===== config.mk =====
export PLATFORM = sky130hd
export DESIGN_NAME = dkong_dma_flat
export DESIGN_NICKNAME = d
export VERILOG_FILES = /design/src/rtl/dkong_dma_if.sv /design/src/rtl/dkong_dma.sv /design/src/flat_wrapper.sv
export SDC_FILE = /design/constraint.sdc
export NUM_CORES = 1
export LEC_CHECK = 0
export ABC_AREA = 1
export CAP_MARGIN = 5
export CORE_UTILIZATION = 45
export DETAILED_ROUTE_END_ITERATION = 7
export PLACE_DENSITY = 0.69
export REMOVE_ABC_BUFFERS = 1
export SYNTH_ARGS = -nofsm -noshare
export SYNTH_HDL_FRONTEND = slang
export SYNTH_SLANG_ARGS = --single-unit

===== constraint.sdc =====
create_clock -name clk -period 4.5 [get_ports clk]
set_input_delay 0.9 -clock clk [delete_from_list [all_inputs] [get_ports clk]]
set_output_delay 0.9 -clock clk [all_outputs]
set_load 0.02 [all_outputs]

===== src/rtl/dkong_dma_if.sv =====
// Bus bundle for the object-RAM DMA: programming slave port, master bus and trigger/status.
interface dkong_dma_if;
    localparam int unsigned AW = 16;
    localparam int unsigned DW = 8;
    localparam int unsigned RW = 4;

    logic          ena;
    logic [RW-1:0] s_addr;
    logic          s_rdn;
    logic          s_wrn;
    logic [DW-1:0] s_din;
    logic [DW-1:0] s_dout;
    logic          s_mwait;
    logic          dma_rdy;
    logic          bus_req;
    logic          bus_gnt;
    logic [AW-1:0] m_addr;
    logic [DW-1:0] m_dout;
    logic [DW-1:0] m_din;
    logic          m_mwait;
    logic          m_mreqn;
    logic          m_rdn;
    logic          m_wrn;
    logic          busy;
    logic          done;

    // DMA engine view (it masters the system bus)
    modport master (
        input  ena, s_addr, s_rdn, s_wrn, s_din, dma_rdy, bus_gnt, m_din, m_mwait,
        output s_dout, s_mwait, bus_req, m_addr, m_dout, m_mreqn, m_rdn, m_wrn, busy, done
    );

    // System side: CPU decode, mux and memories
    modport slave (
        output ena, s_addr, s_rdn, s_wrn, s_din, dma_rdy, bus_gnt, m_din, m_mwait,
        input  s_dout, s_mwait, bus_req, m_addr, m_dout, m_mreqn, m_rdn, m_wrn, busy, done
    );
endinterface


===== src/rtl/dkong_dma.sv =====
// Single-channel work-RAM to object-RAM copy engine with a small programming register file.
module dkong_dma #(
    parameter logic [15:0] SRC_RST = 16'h6900,
    parameter logic [15:0] DST_RST = 16'h7000,
    parameter logic [15:0] CNT_RST = 16'h0180
) (
    input logic         clk,
    input logic         rst,
    dkong_dma_if.master bus
);
    localparam int unsigned AW = 16;
    localparam int unsigned DW = 8;

    typedef enum logic [2:0] {IDLE, REQ, RD1, RD2, WR1, WR2, FIN} state_t;

    state_t        state_q, state_d;
    logic [AW-1:0] src_q, src_d, dst_q, dst_d, cnt_q, cnt_d;
    logic [AW-1:0] wsrc_q, wsrc_d, wdst_q, wdst_d, wcnt_q, wcnt_d;
    logic [DW-1:0] latch_q, latch_d;
    logic          rdy_prev_q, rdy_prev_d;
    logic          done_stk_q, done_stk_d;
    logic          ovr_q, ovr_d;
    logic          stall_q, stall_d;
    logic [DW-1:0] s_dout_q, s_dout_d;
    logic          bus_req_q, bus_req_d;
    logic          busy_q, busy_d;
    logic          done_q, done_d;
    logic [AW-1:0] m_addr_q, m_addr_d;
    logic [DW-1:0] m_dout_q, m_dout_d;
    logic          m_mreqn_q, m_mreqn_d;
    logic          m_rdn_q, m_rdn_d;
    logic          m_wrn_q, m_wrn_d;
    logic          trig;
    logic          rd_ph, wr_ph;

    always_comb begin
        state_d    = state_q;
        src_d      = src_q;
        dst_d      = dst_q;
        cnt_d      = cnt_q;
        wsrc_d     = wsrc_q;
        wdst_d     = wdst_q;
        wcnt_d     = wcnt_q;
        latch_d    = latch_q;
        rdy_prev_d = bus.dma_rdy;
        done_stk_d = done_stk_q;
        ovr_d      = ovr_q;
        stall_d    = stall_q;
        s_dout_d   = s_dout_q;
        done_d     = 1'b0;
        trig       = bus.dma_rdy & ~rdy_prev_q;

        // Programming port; the sticky-clear sits before the FSM so a same-cycle set wins
        if (bus.ena && !bus.s_wrn) begin
            case (bus.s_addr)
                4'h0:    src_d[7:0]  = bus.s_din;
                4'h1:    src_d[15:8] = bus.s_din;
                4'h2:    dst_d[7:0]  = bus.s_din;
                4'h3:    dst_d[15:8] = bus.s_din;
                4'h4:    cnt_d[7:0]  = bus.s_din;
                4'h5:    cnt_d[15:8] = bus.s_din;
                default: ;
            endcase
        end
        if (bus.ena && !bus.s_rdn) begin
            case (bus.s_addr)
                4'h0:    s_dout_d = src_q[7:0];
                4'h1:    s_dout_d = src_q[15:8];
                4'h2:    s_dout_d = dst_q[7:0];
                4'h3:    s_dout_d = dst_q[15:8];
                4'h4:    s_dout_d = cnt_q[7:0];
                4'h5:    s_dout_d = cnt_q[15:8];
                4'h6: begin
                    s_dout_d   = {5'b00000, ovr_q, done_stk_q, busy_q};
                    done_stk_d = 1'b0;
                    ovr_d      = 1'b0;
                end
                default: s_dout_d = 8'h00;
            endcase
        end

        if (trig && state_q != IDLE) begin
            ovr_d = 1'b1;
        end

        case (state_q)
            IDLE: begin
                if (trig) begin
                    if (cnt_q != 16'h0000) begin
                        wsrc_d  = src_q;
                        wdst_d  = dst_q;
                        wcnt_d  = cnt_q;
                        state_d = REQ;
                    end else begin
                        done_d     = 1'b1;
                        done_stk_d = 1'b1;
                    end
                end
            end
            REQ: begin
                if (bus.bus_gnt) begin
                    state_d = RD1;
                end
            end
            RD1, RD2, WR1, WR2: begin
                // Lost grant parks the FSM; the interrupted byte restarts from its read
                if (!bus.bus_gnt) begin
                    stall_d = 1'b1;
                end else if (stall_q) begin
                    stall_d = 1'b0;
                    state_d = RD1;
                end else begin
                    case (state_q)
                        RD1: state_d = RD2;
                        RD2: begin
                            if (bus.m_mwait) begin
                                latch_d = bus.m_din;
                                state_d = WR1;
                            end
                        end
                        WR1: state_d = WR2;
                        default: begin
                            if (bus.m_mwait) begin
                                wsrc_d  = wsrc_q + 16'd1;
                                wdst_d  = wdst_q + 16'd1;
                                wcnt_d  = wcnt_q - 16'd1;
                                state_d = (wcnt_q == 16'd1) ? FIN : RD1;
                            end
                        end
                    endcase
                end
            end
            FIN: begin
                done_d     = 1'b1;
                done_stk_d = 1'b1;
                state_d    = IDLE;
            end
            default: state_d = IDLE;
        endcase

        // Bus outputs are registered from the next state so strobes change cleanly on edges
        rd_ph     = (state_d == RD1 || state_d == RD2) && !stall_d;
        wr_ph     = (state_d == WR1 || state_d == WR2) && !stall_d;
        bus_req_d = (state_d != IDLE);
        busy_d    = (state_d != IDLE);
        m_addr_d  = rd_ph ? wsrc_d : (wr_ph ? wdst_d : 16'h0000);
        m_dout_d  = wr_ph ? latch_d : 8'h00;
        m_mreqn_d = ~(rd_ph | wr_ph);
        m_rdn_d   = ~rd_ph;
        m_wrn_d   = ~wr_ph;
    end

    always_ff @(posedge clk or posedge rst) begin
        if (rst) begin
            state_q    <= IDLE;
            src_q      <= SRC_RST;
            dst_q      <= DST_RST;
            cnt_q      <= CNT_RST;
            wsrc_q     <= 16'h0000;
            wdst_q     <= 16'h0000;
            wcnt_q     <= 16'h0000;
            latch_q    <= 8'h00;
            rdy_prev_q <= 1'b0;
            done_stk_q <= 1'b0;
            ovr_q      <= 1'b0;
            stall_q    <= 1'b0;
            s_dout_q   <= 8'h00;
            bus_req_q  <= 1'b0;
            busy_q     <= 1'b0;
            done_q     <= 1'b0;
            m_addr_q   <= 16'h0000;
            m_dout_q   <= 8'h00;
            m_mreqn_q  <= 1'b1;
            m_rdn_q    <= 1'b1;
            m_wrn_q    <= 1'b1;
        end else begin
            state_q    <= state_d;
            src_q      <= src_d;
            dst_q      <= dst_d;
            cnt_q      <= cnt_d;
            wsrc_q     <= wsrc_d;
            wdst_q     <= wdst_d;
            wcnt_q     <= wcnt_d;
            latch_q    <= latch_d;
            rdy_prev_q <= rdy_prev_d;
            done_stk_q <= done_stk_d;
            ovr_q      <= ovr_d;
            stall_q    <= stall_d;
            s_dout_q   <= s_dout_d;
            bus_req_q  <= bus_req_d;
            busy_q     <= busy_d;
            done_q     <= done_d;
            m_addr_q   <= m_addr_d;
            m_dout_q   <= m_dout_d;
            m_mreqn_q  <= m_mreqn_d;
            m_rdn_q    <= m_rdn_d;
            m_wrn_q    <= m_wrn_d;
        end
    end

    assign bus.s_dout  = s_dout_q;
    assign bus.s_mwait = 1'b1;
    assign bus.bus_req = bus_req_q;
    assign bus.busy    = busy_q;
    assign bus.done    = done_q;
    assign bus.m_addr  = m_addr_q;
    assign bus.m_dout  = m_dout_q;
    assign bus.m_mreqn = m_mreqn_q;
    assign bus.m_rdn   = m_rdn_q;
    assign bus.m_wrn   = m_wrn_q;
endmodule


===== src/flat_wrapper.sv =====
// flat-port wrapper written by rule: the top's interface ports become plain ports
module dkong_dma_flat 
#(
    parameter logic [15:0] SRC_RST = 16'h6900,
    parameter logic [15:0] DST_RST = 16'h7000,
    parameter logic [15:0] CNT_RST = 16'h0180
)
  (clk, rst, bus_ena, bus_s_addr, bus_s_rdn, bus_s_wrn, bus_s_din, bus_dma_rdy, bus_bus_gnt, bus_m_din, bus_m_mwait, bus_s_dout, bus_s_mwait, bus_bus_req, bus_m_addr, bus_m_dout, bus_m_mreqn, bus_m_rdn, bus_m_wrn, bus_busy, bus_done);
  dkong_dma_if bus_i ();
  input logic clk;
  input logic rst;
  input wire logic [$bits(bus_i.ena)-1:0] bus_ena;
  input wire logic [$bits(bus_i.s_addr)-1:0] bus_s_addr;
  input wire logic [$bits(bus_i.s_rdn)-1:0] bus_s_rdn;
  input wire logic [$bits(bus_i.s_wrn)-1:0] bus_s_wrn;
  input wire logic [$bits(bus_i.s_din)-1:0] bus_s_din;
  input wire logic [$bits(bus_i.dma_rdy)-1:0] bus_dma_rdy;
  input wire logic [$bits(bus_i.bus_gnt)-1:0] bus_bus_gnt;
  input wire logic [$bits(bus_i.m_din)-1:0] bus_m_din;
  input wire logic [$bits(bus_i.m_mwait)-1:0] bus_m_mwait;
  output wire logic [$bits(bus_i.s_dout)-1:0] bus_s_dout;
  output wire logic [$bits(bus_i.s_mwait)-1:0] bus_s_mwait;
  output wire logic [$bits(bus_i.bus_req)-1:0] bus_bus_req;
  output wire logic [$bits(bus_i.m_addr)-1:0] bus_m_addr;
  output wire logic [$bits(bus_i.m_dout)-1:0] bus_m_dout;
  output wire logic [$bits(bus_i.m_mreqn)-1:0] bus_m_mreqn;
  output wire logic [$bits(bus_i.m_rdn)-1:0] bus_m_rdn;
  output wire logic [$bits(bus_i.m_wrn)-1:0] bus_m_wrn;
  output wire logic [$bits(bus_i.busy)-1:0] bus_busy;
  output wire logic [$bits(bus_i.done)-1:0] bus_done;
  assign bus_i.ena = bus_ena;
  assign bus_i.s_addr = bus_s_addr;
  assign bus_i.s_rdn = bus_s_rdn;
  assign bus_i.s_wrn = bus_s_wrn;
  assign bus_i.s_din = bus_s_din;
  assign bus_i.dma_rdy = bus_dma_rdy;
  assign bus_i.bus_gnt = bus_bus_gnt;
  assign bus_i.m_din = bus_m_din;
  assign bus_i.m_mwait = bus_m_mwait;
  assign bus_s_dout = bus_i.s_dout;
  assign bus_s_mwait = bus_i.s_mwait;
  assign bus_bus_req = bus_i.bus_req;
  assign bus_m_addr = bus_i.m_addr;
  assign bus_m_dout = bus_i.m_dout;
  assign bus_m_mreqn = bus_i.m_mreqn;
  assign bus_m_rdn = bus_i.m_rdn;
  assign bus_m_wrn = bus_i.m_wrn;
  assign bus_busy = bus_i.busy;
  assign bus_done = bus_i.done;
  dkong_dma #(.SRC_RST(SRC_RST), .DST_RST(DST_RST), .CNT_RST(CNT_RST)) u_core (.clk(clk), .rst(rst), .bus(bus_i));
endmodule

[Yosys cells after proc, flatten, opt, wreduce, memory -nomap -nowiden]
Cells that the tools add are included.
Operators by class
  add/sub/neg operators: 3
  equal/unequal tests: 23
  mux-type cells: 53
  bitwise gates (word level): 6
  reduce and logical (&&, ||, !) cells: 28
Operator list (count)
  $mux W16: 20
  $pmux W16 S2: 3
  $pmux W8 S7: 1
  $mux W8: 6
  $add A16 B1 Y16 const B: 2
  $mux W3: 8
  $pmux W3 S3: 2
  $eq A16 B1 Y1 const B: 1
  $reduce_bool A16 Y1: 1
  $sub A16 B1 Y16 const B: 1
  $eq A3 B3 Y1 const B: 5
  $reduce_and A2 Y1: 7
  $eq A3 B2 Y1 const B: 4
  $eq A4 B3 Y1 const B: 3
  $mux W1: 11
  $eq A4 B2 Y1 const B: 2
  $ne A2 B2 Y1 const B: 4
  $reduce_and A7 Y1: 1
  $reduce_bool A2 Y1: 3
  $reduce_bool A3 Y1: 2
  $logic_and A1 B1 Y1: 5
  $eq A4 B1 Y1 const B: 1
  $logic_not A4 Y1: 1
  $ne A2 B1 Y1 const B: 2
  other kinds (10): 17
Word-level totals
  register bits after elaboration: 148
  input bits: 28
  output and inout bits: 39
  word-level logic and storage cells: 136

[Logic depth before layout (Yosys ltp)]
  word-level depth: 12
  mapped depth: 14

[Least setup slack after synthesis]
No wires, ideal clock.
  path type: input-to-reg
  from: input port bus_bus_gnt
  to: register u_core.wcnt_q[5]
  library setup time: 130 ps
  data arrival time: 1956 ps
  slack: 2414 ps
  stages: 10
  buffers on the path: 1
  path through: inv_2 > nor2_2 > nand2_1 > nor2_4 > inv_2 > nand2_1 > nand2_2 > inv_2 > buf_2 > a22oi_1
Between the ends
  longest elaborated chain between the ends: 2
RTL lines
  start, declared: RTL line flat_wrapper.sv:18  | input wire logic [$bits(bus_i.bus_gnt)-1:0] bus_bus_gnt;
  $ne A2 B2 Y1 (no line)
  $reduce_and A7 Y1 (no line)
  end signal, assigned: RTL line dkong_dma.sv:183  | wcnt_q <= wcnt_d;
  end, declared: RTL line dkong_dma.sv:18  | logic [AW-1:0] wsrc_q, wsrc_d, wdst_q, wdst_d, wcnt_q, wcnt_d;
No other way between the ends.
A chain may end at the register's enable or synchronous reset.

[Worst setup path in the final report]
  from: input port bus_m_mwait
  to: register u_core.wcnt_q[7]
Between the ends
  longest elaborated chain between the ends: 2
RTL lines
  start, declared: RTL line flat_wrapper.sv:20  | input wire logic [$bits(bus_i.m_mwait)-1:0] bus_m_mwait;
  $ne A2 B2 Y1 (no line)
  $reduce_and A7 Y1 (no line)
No other way between the ends.

==> summary.md <==
| Metric | Value |
|---|---|
| Outcome | completed |
| Internal cell power | 3070 µW |
| Slew @ Worst Pin | 0.926 ns |
| Critical path type | input pin to flip-flop |
| Crit path top cell by count | nand2_1 |
| Die Ht | 134 µm |
| Iteration count of the initial detailed-routing pass | 5 |
| Total routed wirelength | 20600 µm |
| Resized Gates After CTS | 0 |
| Largest area contributor in the netlist | dfrtp_1 |
| Synth async-reset ratio | 1.00 |
| Clock network power share | 0.259 |
| Startpoint Class | input pin |
| Largest cells by area after synthesis | dfrtp_1 43%, nand2_1 15%, nand3_1 9.5% |
| DR vias/cell | 5.28 |
| Clock Root Buffer | clkbuf_16 |
| Via count | 7081 |
| Comb pwr share | 0.349 |
| Initial drt markers | 811 |
| TritonCTS clock tree | done |
| Final #Nets | 1140 |
| Row Count | 47 |
| Final slew viol count | 0 |
| Met2 Use GR | 0.352 |
| I/O pins | 67 |
| Post-synthesis cell area | 7860 µm² |
| Highest Clock Rate | 336 MHz |
| Synthesized area per cell | 7.46 µm² |
| M1 GR Usage | 0.359 |
| Largest net degree at the start of global routing | 94 |
| Routed length per instance | 15.4 µm |
| Num CTS Buffers | 17 |
| Normalized max-slew margin | 0.381 |
| Die area | 18000 µm² |
| CTS clk-pin slew, worst paths | 0.06 ns |
| Sequential area share after synthesis | 0.473 |
| Clk buf depth | 2 |
| DRC | 0 |
| Crit Path Max Fanout | 18 |
| Pwr dens | 566 nW/µm² |
| # hold bufs at CTS | 0 |
| Setup TNS | 0 ns |
| Final setup vio count | 0 |
| CP endpoint kind | flip-flop |
| RSZ-0062 raised after global routing | no |
| Die W | 134 µm |
| Initial Util | 0.467 |
| Post-synth EDFFs | 0 |
| Top FF cell, synth | dfrtp_1 |
| Vias in the first global route | 6517 |
| Clk sinks | 148 |
| Most frequent cell after synthesis | nand2_1 |
| GPL Wtd Cong | 0.899 |
| Core box area | 16800 µm² |
| Syn Inst Count | 1054 |
| Initial antenna violation count | 0 |
| Number of synthesis warnings | 0 |
| Slowest CP cell | clkdlybuf4s50_1 |
| Final hold vios | 0 |
| Top cell type's share of synthesized area | 0.433 |
| WP data required | 4.81 ns |
| Clk_lat worst skew | 0.43 ns |
| Final Critical Period | 2.98 ns |
| Yosys reg bits | 148 |
| Final HPWL DP | 14600 µm |
| Worst Path Arrival | 3.28 ns |
| Global route total overflow | 0 |
| # fillers | 1609 |
| Post-CTS Setup Repair Bufs | 0 |
| Ant diodes | 0 |
| Max-Cap Viols | 0 |
| Pleak | 0.00453 µW |
| Sequential group share of total power | 0.392 |
| GRT Total Usage | 0.242 |
| DRT antenna net count | 0 |
| Commonest cells post-synth | 316 x nand2_1, 149 x nand3_1, 136 x dfrtp_1, 118 x inv_1, 91 x o21ai_0 |
| Layout Skew | 0.00817 ns |
| VDD IR max | 0.335 mV |
| NetSw | 2140 µW |
| Switch share | 0.411 |
| Post-layout util | 0.548 |
| First-pass GRT wire length | 33700 µm |
| Met3 Use GR | 0.0514 |
| Final period util | 0.662 |
| Register area | 3720 µm² |
| Port Buffers | 65 |
| Area growth syn-to-layout | 17.2% |
| Distinct cells, synth | 41 |
| H-tree depth | 4 |
| Max stage delay on crit path | 0.76 ns |
| Layout cells sized above 1 | 0.0776 |
| Sequence of cells on the critical path | clkdlybuf4s50_1 > nand2_1 > nor2_4 > inv_2 > nand2_1 > nand2_2 > inv_2 > o21ai_0 > nand2_1 > o21ai_1 |
| HP Class | flip-flop to flip-flop |
| Multi-input combinational cell area | 3460 µm² |
| Grt peak-use layer | met1 |
-- metal layers --
layer / wire length [µm] / share of wire
met1: 9960 / 0.48
met2: 8960 / 0.43
met3: 1290 / 0.063
met4: 411 / 0.020
met5: 0 / 0
-- power groups by stage --
stage	Clock (µW)	Sequential, µW	Combinational, µW
2_1_floorplan	0	2010	1250
5_1_grt	1420	2090	2050
4_1_cts	1360	2030	1810
3_5_place_dp	0	2040	1810
3_3_place_gp	0	2040	1770
6_report	1350	2050	1820
-- cell type report --
type | instances | share of cell area
Clock inverter | 15 | 0.0144
Timing Repair Buffer | 72 | 0.0763
Inverter | 129 | 0.0536
Tap cell | 220 | 0.0299
Sequential cell | 148 | 0.404
Multi-Input combinational cell | 740 | 0.376
Clock buffer | 17 | 0.0462
-- kinds of logic (layout without fill, tap and decap cells) --
| logic type | after synthesis | in the layout | share of synthesized area |
|---|---|---|---|
| compound gates | 134 | 134 | 0.0914 |
| xor+xnor | 10 | 10 | 0.0111 |
| fa+ha+maj | 4 | 4 | 0.00637 |
| buf+inv | 166 | 233 | 0.0871 |
| flops | 148 | 148 | 0.473 |
| mux | 1 | 1 | 0.00127 |
| other cells | 1 | 1 | 0.000477 |
| simple gates | 590 | 590 | 0.329 |
-- registers in the layout (all words and copies together) (netlist names), 16 cells and up --
| name | cells |
|---|---|
| u_core.wcnt_q | 16 |
| u_core.bus.m_addr | 16 |
| u_core.src_q | 16 |
| u_core.wdst_q | 16 |
| u_core.cnt_q | 16 |
| u_core.wsrc_q | 16 |
| u_core.dst_q | 16 |
-- worst paths after layout --
check,slack [ns],cells past startpoint,startpoint,endpoint
min reg2reg,0.48,2,u_core.bus.s_dout[5],u_core.bus.s_dout[5]
max reg2reg,1.79,11,u_core.cnt_q[8],u_core.wcnt_q[7]
min in group asynchronous,1.03,2,rst,u_core.bus.m_dout[5]
max,1.52,10,bus_m_mwait,u_core.wcnt_q[7]
max in group asynchronous,2.62,3,rst,u_core.cnt_q[7]
min,0.48,2,u_core.bus.s_dout[5],u_core.bus.s_dout[5]
-- worst max-delay path: cells and delay by family --
| family | cells | cell delay, ns |
|---|---|---|
| simple gates | 5 | 0.97 |
| buf+inv | 3 | 1.20 |
| compound gates | 2 | 0.19 |
-- placed cells by master (no fill, tap or decap), types with 14 or more instances in the layout --
| cell | instances |
|---|---|
| clkbuf_16 | 17 |
| nor2_1 | 71 |
| dfrtp_1 | 136 |
| nand3_1 | 149 |
| o21ai_0 | 91 |
| a21oi_1 | 14 |
| nand2_1 | 316 |
| clkdlybuf4s50_1 | 65 |
| inv_1 | 117 |
| nand4_1 | 16 |
-- stage by stage --
| step | area (µm²) | hold slack [ns] | total power (µW) | setup WS [ns] | std cells |
|---|---|---|---|---|---|
| finish | 9210 | 0.485 | 5210 | 1.52 | 1341 |
| global route | 9210 | 0.501 | 5560 | 1.39 | 1341 |
| CTS | 9210 | 0.490 | 5210 | 1.56 | 1341 |
| detailed placement | 8650 | 0.467 | 3850 | 1.12 | 1309 |
| global placement | 8650 | 0.466 | 3810 | 1.16 | 1309 |
| floorplan | 7670 | 0.453 | 3260 | -0.360 | 1017 |
No activity file was read; power rests on OpenSTA's default activity.
